`src/rtl/data_memory_ctrl.sv`:
```
// Data memory with valid/ready request and response ports, base + signed offset
// addressing, range checking, programmable read latency and optional zeroing after reset.
//
// state | meaning
// CLEAR | zero one word per cycle, index 0..DEPTH-1
// IDLE  | ready for a request
// WAIT  | read latency, down-counter from RD_LAT-1 to terminal count 0
// RESP  | response presented, held until rsp_ready
module data_memory_ctrl #(
  parameter int DATA_W         = 16,
  parameter int DEPTH          = 32,
  parameter int ADDR_W         = 5,
  parameter int OFF_W          = 4,
  parameter int RD_LAT         = 1,
  parameter bit CLEAR_ON_RESET = 1'b1
) (
  input  logic              i_clock,
  input  logic              i_reset_n,
  input  logic              i_req_valid,
  output logic              o_req_ready,
  input  logic              i_req_write,
  input  logic [DATA_W-1:0] i_req_base,
  input  logic [OFF_W-1:0]  i_req_offset,
  input  logic [DATA_W-1:0] i_req_wdata,
  output logic              o_rsp_valid,
  input  logic              i_rsp_ready,
  output logic [DATA_W-1:0] o_rsp_rdata,
  output logic              o_rsp_err,
  output logic              o_busy
);

  localparam int LAT_W = 3;

  typedef enum logic [1:0] {
    S_CLEAR = 2'd0,
    S_IDLE  = 2'd1,
    S_WAIT  = 2'd2,
    S_RESP  = 2'd3
  } state_t;

  state_t              r_state;
  state_t              w_state_nxt;
  logic [ADDR_W-1:0]   r_clr_idx;
  logic [LAT_W-1:0]    r_lat_cnt;
  logic [DATA_W-1:0]   r_ld_data;
  logic                r_ld_err;
  logic                r_req_ready;
  logic                r_busy;
  logic                r_rsp_valid;
  logic [DATA_W-1:0]   r_rsp_rdata;
  logic                r_rsp_err;
  logic [DATA_W-1:0]   r_mem [DEPTH];

  logic signed [DATA_W:0] w_ea;
  logic                   w_in_range;
  logic [ADDR_W-1:0]      w_idx;
  logic                   w_accept;
  logic                   w_rsp_fire;
  logic                   w_mem_we;
  logic [ADDR_W-1:0]      w_mem_addr;
  logic [DATA_W-1:0]      w_mem_wdata;

  // Effective address in DATA_W+1 signed bits so a negative result is never masked.
  assign w_ea = $signed({1'b0, i_req_base}) +
                $signed({{(DATA_W+1-OFF_W){i_req_offset[OFF_W-1]}}, i_req_offset});
  assign w_in_range = !w_ea[DATA_W] && (w_ea[DATA_W-1:0] <= DATA_W'(DEPTH-1));
  assign w_idx      = w_ea[ADDR_W-1:0];
  assign w_accept   = i_req_valid && r_req_ready;
  assign w_rsp_fire = r_rsp_valid && i_rsp_ready;

  always_comb begin
    w_state_nxt = r_state;
    case (r_state)
      S_CLEAR: if (r_clr_idx == ADDR_W'(DEPTH-1)) w_state_nxt = S_IDLE;
      S_IDLE:  if (w_accept) w_state_nxt = S_WAIT;
      S_WAIT:  if (r_lat_cnt == '0) w_state_nxt = S_RESP;
      S_RESP:  if (w_rsp_fire) w_state_nxt = S_IDLE;
      default: w_state_nxt = S_IDLE;
    endcase
  end

  always_comb begin
    w_mem_we    = 1'b0;
    w_mem_addr  = w_idx;
    w_mem_wdata = i_req_wdata;
    if (r_state == S_CLEAR) begin
      w_mem_we    = i_reset_n;
      w_mem_addr  = r_clr_idx;
      w_mem_wdata = '0;
    end else if (w_accept && i_req_write && w_in_range) begin
      w_mem_we = i_reset_n;
    end
  end

  // Array has no reset; only CLEAR zeroes it.
  always_ff @(posedge i_clock) begin
    if (w_mem_we) r_mem[w_mem_addr] <= w_mem_wdata;
  end

  always_ff @(posedge i_clock) begin
    if (!i_reset_n) begin
      if (CLEAR_ON_RESET) r_state <= S_CLEAR;
      else                r_state <= S_IDLE;
      r_clr_idx   <= '0;
      r_lat_cnt   <= '0;
      r_ld_data   <= '0;
      r_ld_err    <= 1'b0;
      r_req_ready <= !CLEAR_ON_RESET;
      r_busy      <= CLEAR_ON_RESET;
      r_rsp_valid <= 1'b0;
      r_rsp_rdata <= '0;
      r_rsp_err   <= 1'b0;
    end else begin
      r_state     <= w_state_nxt;
      r_req_ready <= (w_state_nxt == S_IDLE);
      r_busy      <= (w_state_nxt != S_IDLE);
      r_rsp_valid <= (w_state_nxt == S_RESP);

      if (r_state == S_CLEAR) r_clr_idx <= r_clr_idx + ADDR_W'(1);

      if (w_accept) begin
        r_lat_cnt <= LAT_W'(RD_LAT-1);
        r_ld_err  <= !w_in_range;
        r_ld_data <= (!i_req_write && w_in_range) ? r_mem[w_idx] : '0;
      end else if (r_state == S_WAIT && r_lat_cnt != '0) begin
        r_lat_cnt <= r_lat_cnt - LAT_W'(1);
      end

      if (r_state == S_WAIT && w_state_nxt == S_RESP) begin
        r_rsp_rdata <= r_ld_data;
        r_rsp_err   <= r_ld_err;
      end else if (w_rsp_fire) begin
        r_rsp_rdata <= '0;
        r_rsp_err   <= 1'b0;
      end
    end
  end

  assign o_req_ready = r_req_ready;
  assign o_busy      = r_busy;
  assign o_rsp_valid = r_rsp_valid;
  assign o_rsp_rdata = r_rsp_rdata;
  assign o_rsp_err   = r_rsp_err;

endmodule

```
`config.mk`:
```
export PLATFORM = sky130hd
export DESIGN_NAME = data_memory_ctrl
export DESIGN_NICKNAME = d
export VERILOG_FILES = /design/src/rtl/data_memory_ctrl.sv
export SDC_FILE = /design/constraint.sdc
export NUM_CORES = 1
export LEC_CHECK = 0
export CORE_MARGIN = 2
export CORE_UTILIZATION = 55
export DETAILED_ROUTE_END_ITERATION = 12
export HOLD_SLACK_MARGIN = 0.03
export PLACE_DENSITY = 0.7
export SLEW_MARGIN = 15
export SYNTH_ARGS = -nofsm -noshare
export SYNTH_HDL_FRONTEND = slang
export SYNTH_SLANG_ARGS = --single-unit
```
`constraint.sdc`:
```
create_clock -name i_clock -period 5.2 [get_ports i_clock]
set_input_delay 1.04 -clock i_clock [delete_from_list [all_inputs] [get_ports i_clock]]
set_output_delay 1.04 -clock i_clock [all_outputs]
set_load 0.02 [all_outputs]
```
# == After elaboration in Yosys (flattened, before gate mapping) ==
# Memory sizes are Yosys's and may differ from the RTL's.
# Index checks and enable logic that the tools add are counted.
# totals
mem_count,1
register_bits,47
ram_bits,512
# memory_table
memory,depth,word_bits,rd,rd_ports_with_merged_regs,wr,line,text
r_mem,32,16,1,0,1,52,logic [DATA_W-1:0] r_mem [DEPTH];
# classes
eq_ne,7
reduce_logical,16
bitwise,1
addsub,3
n_mux,16
order_cmp,1
# ops
operator,n
two-way mux 16 bit,4
adder 17 x 4 -> 17 bit,1
"less-or-equal comparator 16 x 5 -> 1 bit, second input constant",1
logical AND 1 bit,8
two-way mux 2 bit,4
case mux 2 bit (4 select lines),1
"== test 2 bit, second input constant",3
two-way mux 1 bit,6
"adder 5 x 1 -> 5 bit, second input constant",1
"== test 5 bit, second input constant",1
two-way mux 5 bit,1
"== test 2 x 1 -> 1 bit, second input constant",2
logical NOT 1 bit,3
logical NOT 3 bit,1
nonzero test 3 bit,1
"subtractor 3 x 1 -> 3 bit, second input constant",1
logical NOT 2 bit,1
"!= test 2 x 1 -> 1 bit, second input constant",1
nonzero test 2 bit,1
OR reduction 2 bit,1
NOT 1 bit,1

# == Depth between registers and ports, before layout ==
# depth
depth_word,8
depth_mapped,12

# == Least setup slack after synthesis ==
# Ideal clock, no wire load.
# synth_path
path_kind,input to register
from,input i_req_base[0]
to,memory r_mem[22][0] (enable)
t_required_ns,4.812
path_buffers,0
path_slack_ns,0.887
path_stages,11
arrival_ns,3.924
cell_sequence,ha_1 > inv_1 > fa_1 > and2b_1 > o311ai_4 > a211oi_1 > nor4_1 > o211ai_1 > nor3_1 > a21oi_1 > nor2_1
# synth_via
elab_chain_cells,8
word_cells_on_any_way,10
cone_classes,1 x add/sub; 1 x order compare; 5 x mux; 3 x reduce/logical
# synth_lines
item,line,text
from (decl),22,"input logic [DATA_W-1:0] i_req_base,"
adder 17 x 4 -> 17 bit *,64,"assign w_ea = $signed({1'b0, i_req_base}) +"
less-or-equal comparator 16 x 5 -> 1 bit / logical NOT 1 bit (equally long branches),66,assign w_in_range = !w_ea[DATA_W] && (w_ea[DATA_W-1:0] <= DATA_W'(DEPTH-1));
logical AND 1 bit,66,
logical AND 1 bit,90,end else if (w_accept && i_req_write && w_in_range) begin
two-way mux 1 bit,90,
two-way mux 1 bit,86,if (r_state == S_CLEAR) begin
two-way mux 1 bit,97,if (w_mem_we) r_mem[w_mem_addr] <= w_mem_wdata;
two-way mux 1 bit (implied by the code),97,
to (decl),52,
# Mark *: on every way between the ends. The rest lies on a longest branch, timed or not.

# == Worst setup path in the final report ==
# layout_path
from,input i_req_offset[3]
to,memory r_mem[28][9] (enable)
# layout_via
elab_chain_cells,8
word_cells_on_any_way,10
cone_classes,1 x add/sub; 1 x order compare; 5 x mux; 3 x reduce/logical
# layout_lines
item,line,text
from (decl),23,"input logic [OFF_W-1:0] i_req_offset,"
adder 17 x 4 -> 17 bit *,64,
less-or-equal comparator 16 x 5 -> 1 bit / logical NOT 1 bit (equally long branches),66,
logical AND 1 bit,66,
logical AND 1 bit,90,
two-way mux 1 bit,90,
two-way mux 1 bit,86,
two-way mux 1 bit,97,
two-way mux 1 bit (implied by the code),97,
# Marks and branches as above.

==> metrics.yaml <==
outcome:
  status: "complete, no violations"
die:
  fp-row-count: 74
  die_w_um: 206
  core_area_sq_um: 40600
  start_util_pct: 55.4
  dieArea_sq_um: 42600
  io_pins: 61
  die_h_um: 206
worst_setup_path:
  worstSetupEndpointType: "flip-flop"
  crit_arrival_ps: 4960
  required_ps: 5420
  critPathBufInv: 2
  crit_type: "input port to flip-flop"
  critPathTopFamily: "simple AND/OR/NAND/NOR gates"
  slowest_delay_ps: 730
  path_cells: "clkdlybuf4s50_1, buf_4, ha_1, o21a_1, o21ai_0, a211oi_1, nor4_1, o211ai_1, nor3_1, a21oi_2, nor2_2"
  cpMaxStageDelayCell: "nor2_2"
  crit_path_max_fanout: 16
  cp-start-kind: "input port"
clocking:
  cts_tree: "built"
  cts.repair.resized: 0
  insertion_delay_ps: 590
  htree_levels: 2
  root_buffer: "clkbuf_16"
  cts_setup_buffers: 0
  cts.sinks: 559
  cts_buffers: 55
  postCtsHoldBufs: 0
  clkTransAtPathRegs_ps: 60
  cts.path.max_buffers: 3
routing:
  antenna_left: 0
  route.detailed.drc: 0
  routedWlPerCell_um: 26.6
  drt_pass1_iterations: 5
  routed_wirelength_um: 49200
  viasPerCell: 6.18
  drtIter0Drc: 1198
  vias: 11400
worst_hold_path:
  min_path_type: "flip-flop to flip-flop"
timing:
  slew_headroom_pct: 24.0
  tightest_slew_ps: 1130
  rsz0062_at_grt: "false"
  fin_ws_ps: 452
  finalMaxSlewViolations: 0
  max_clock_freq_mhz: 211
  setup_violations: 0
  hold_ws_ps: 458
  hold_violations: 0
  fin_worst_skew_ps: 13.8
  fin_crit_sh_pct: 91.3
  period_needed_ps: 4750
synth:
  yosysSeqAreaShare_pct: 72.4
  synth_seq_cells: 559
  avgSynthCellArea_sq_um: 19.7
  syn-cell-area_sq_um: 22500
  syn_nets: 1207
  yosys_warnings: 0
  netlist_instances: 1145
  synth-edff-count: 512
  synth-async-reset-ratio_pct: 0
  synthDistinctLibCells: 61
  synth_flop_cell: "edfxtp_1"
global_routing:
  gr-usage-all-layers_pct: 23.9
  grt_max_degree: 44
  grt_pass1_wl_um: 72500
  antenna_found_initial: 2
  grt_overflow_total: 0
  grt_pass1_vias: 11100
layout:
  drive_gt1_share_pct: 26.4
  utilization_pct: 63.8
  area_delta_synth_final_pct: 15.1
  nNetsFinal: 1337
power_and_ir_drop:
  p_comb_share_pct: 11.1
  clkPwrFrac_pct: 37.9
  p_seq_share_pct: 51.0
  switchingPower_w: 0.00215
  p_leak_nw: 8.68
  internal_power_w: 0.00740
  switching_share_pct: 22.5
  power_density_nw_per_um2: 369
  vdd_drop_max_v: 0.000259
place:
  port_buffers: 60
  dp_hpwl_um: 31000
  place_ws_ps: -24.2
  place_congestion: 0.864
job:
  cap_violations: 0
[routing by layer]
layer,track usage (%),routed length [um]
met5,0,13
met4,5.94,1020
met3,4.51,3880
met2,35.6,22700
met1,37.0,21600
[synthesized netlist by cell type (5+ instances only)]
library cell	n	area (sq um)
mux2i_1	17	170
inv_1	14	52.6
nand3_1	6	30.0
nor2b_1	19	119
a211oi_1	7	52.6
mux4_2	160	3600
buf_2	5	25.0
a22oi_1	17	128
a21oi_1	21	105
nor3_1	10	50.1
nor2_1	48	180
clkbuf_1	47	176
xnor2_1	6	52.6
dfxtp_1	47	941
nand3b_1	5	37.5
o211ai_1	7	52.6
ha_1	20	250
nand2_1	60	225
a21o_1	5	37.5
edfxtp_1	512	15400
o31ai_1	18	135
o21ai_0	9	45.0
and2_1	22	138
[cell type report]
cell class                 count  area (sq um)
clock inverter                26           146
timing repair buffer         132          1200
inverter                      14          52.6
clock buffer                  73          1490
sequential                   559         16300
multi-input combinational    513          6050
tap                          532           666
fill                        2723         14700
antenna                        2          5.00
[worst reg2reg max path, stage by stage (launching register included)]
cell,delay (ps)
dfxtp_1,450
or2_2,490
and3_1,340
nand3b_1,120
nor3_1,240
a21oi_2,250
nor2_2,740
[cells in the final DEF (no fill, tap or decap), drive strengths merged, types with 7 or more instances in the layout]
master         instances
a211oi                 8
a21oi                 23
a22oi                 17
and2                  22
buf                   72
clkbuf                73
clkdlybuf4s50         60
clkinv                22
dfxtp                 47
edfxtp               512
ha                    20
inv                   15
mux2i                 17
mux4                 160
nand2                 60
nor2                  49
nor2b                 19
nor3                  10
o211ai                 8
o21ai                 10
o31ai                 18
xnor2                  7
[power groups by stage]
| stage | combinational, W | sequential, W | clock, W |
|---|---|---|---|
| finish | 0.00106 | 0.00487 | 0.00362 |
| floorplan | 0.000695 | 0.00496 | 0 |
| global route | 0.00112 | 0.00487 | 0.00386 |
| CTS | 0.00107 | 0.00487 | 0.00368 |
| global placement | 0.00106 | 0.00496 | 0 |
| detailed placement | 0.00107 | 0.00497 | 0 |
[metrics by stage]
step	setup TNS, ps	cell area, sq um	power [W]	instances
3_3_place_gp	0	24300	0.00603	1750
4_1_cts	0	25900	0.00962	1849
3_5_place_dp	-512	24300	0.00603	1750
6_report	0	25900	0.00955	1851
2_1_floorplan	0	22500	0.00566	1145
5_1_grt	0	25900	0.00985	1849
[kinds of logic after synthesis]
group / synth area share (%)
compound gates: 3.83
flops: 72.4
mux: 16.8
xor+xnor: 0.383
fa+ha+maj: 1.20
buf+inv: 1.33
simple gates: 4.04
[worst paths after layout]
check	from	endpoint	slack [ps]	cells past startpoint
worst max-delay path	i_req_offset[3]	r_mem[28][9]$_DFFE_PP_	450	11
worst min-delay path	r_ld_data[6]$_SDFFE_PN0P_	r_ld_data[6]$_SDFFE_PN0P_	460	2
worst max register to register	r_state[0]$_SDFF_PN0_	r_mem[28][9]$_DFFE_PP_	2180	6
worst min register to register	r_ld_data[6]$_SDFFE_PN0P_	r_ld_data[6]$_SDFFE_PN0P_	460	2
[flip-flops by register name (all words and copies together), names as in the netlist]
register     cells
r_mem          512
r_state          2
o_rsp_rdata     16
o_req_ready      1
r_lat_cnt        3
r_ld_err         1
o_rsp_err        1
o_rsp_valid      1
r_clr_idx        5
r_ld_data       16
o_busy           1
Power figures use the tool's default switching activity.
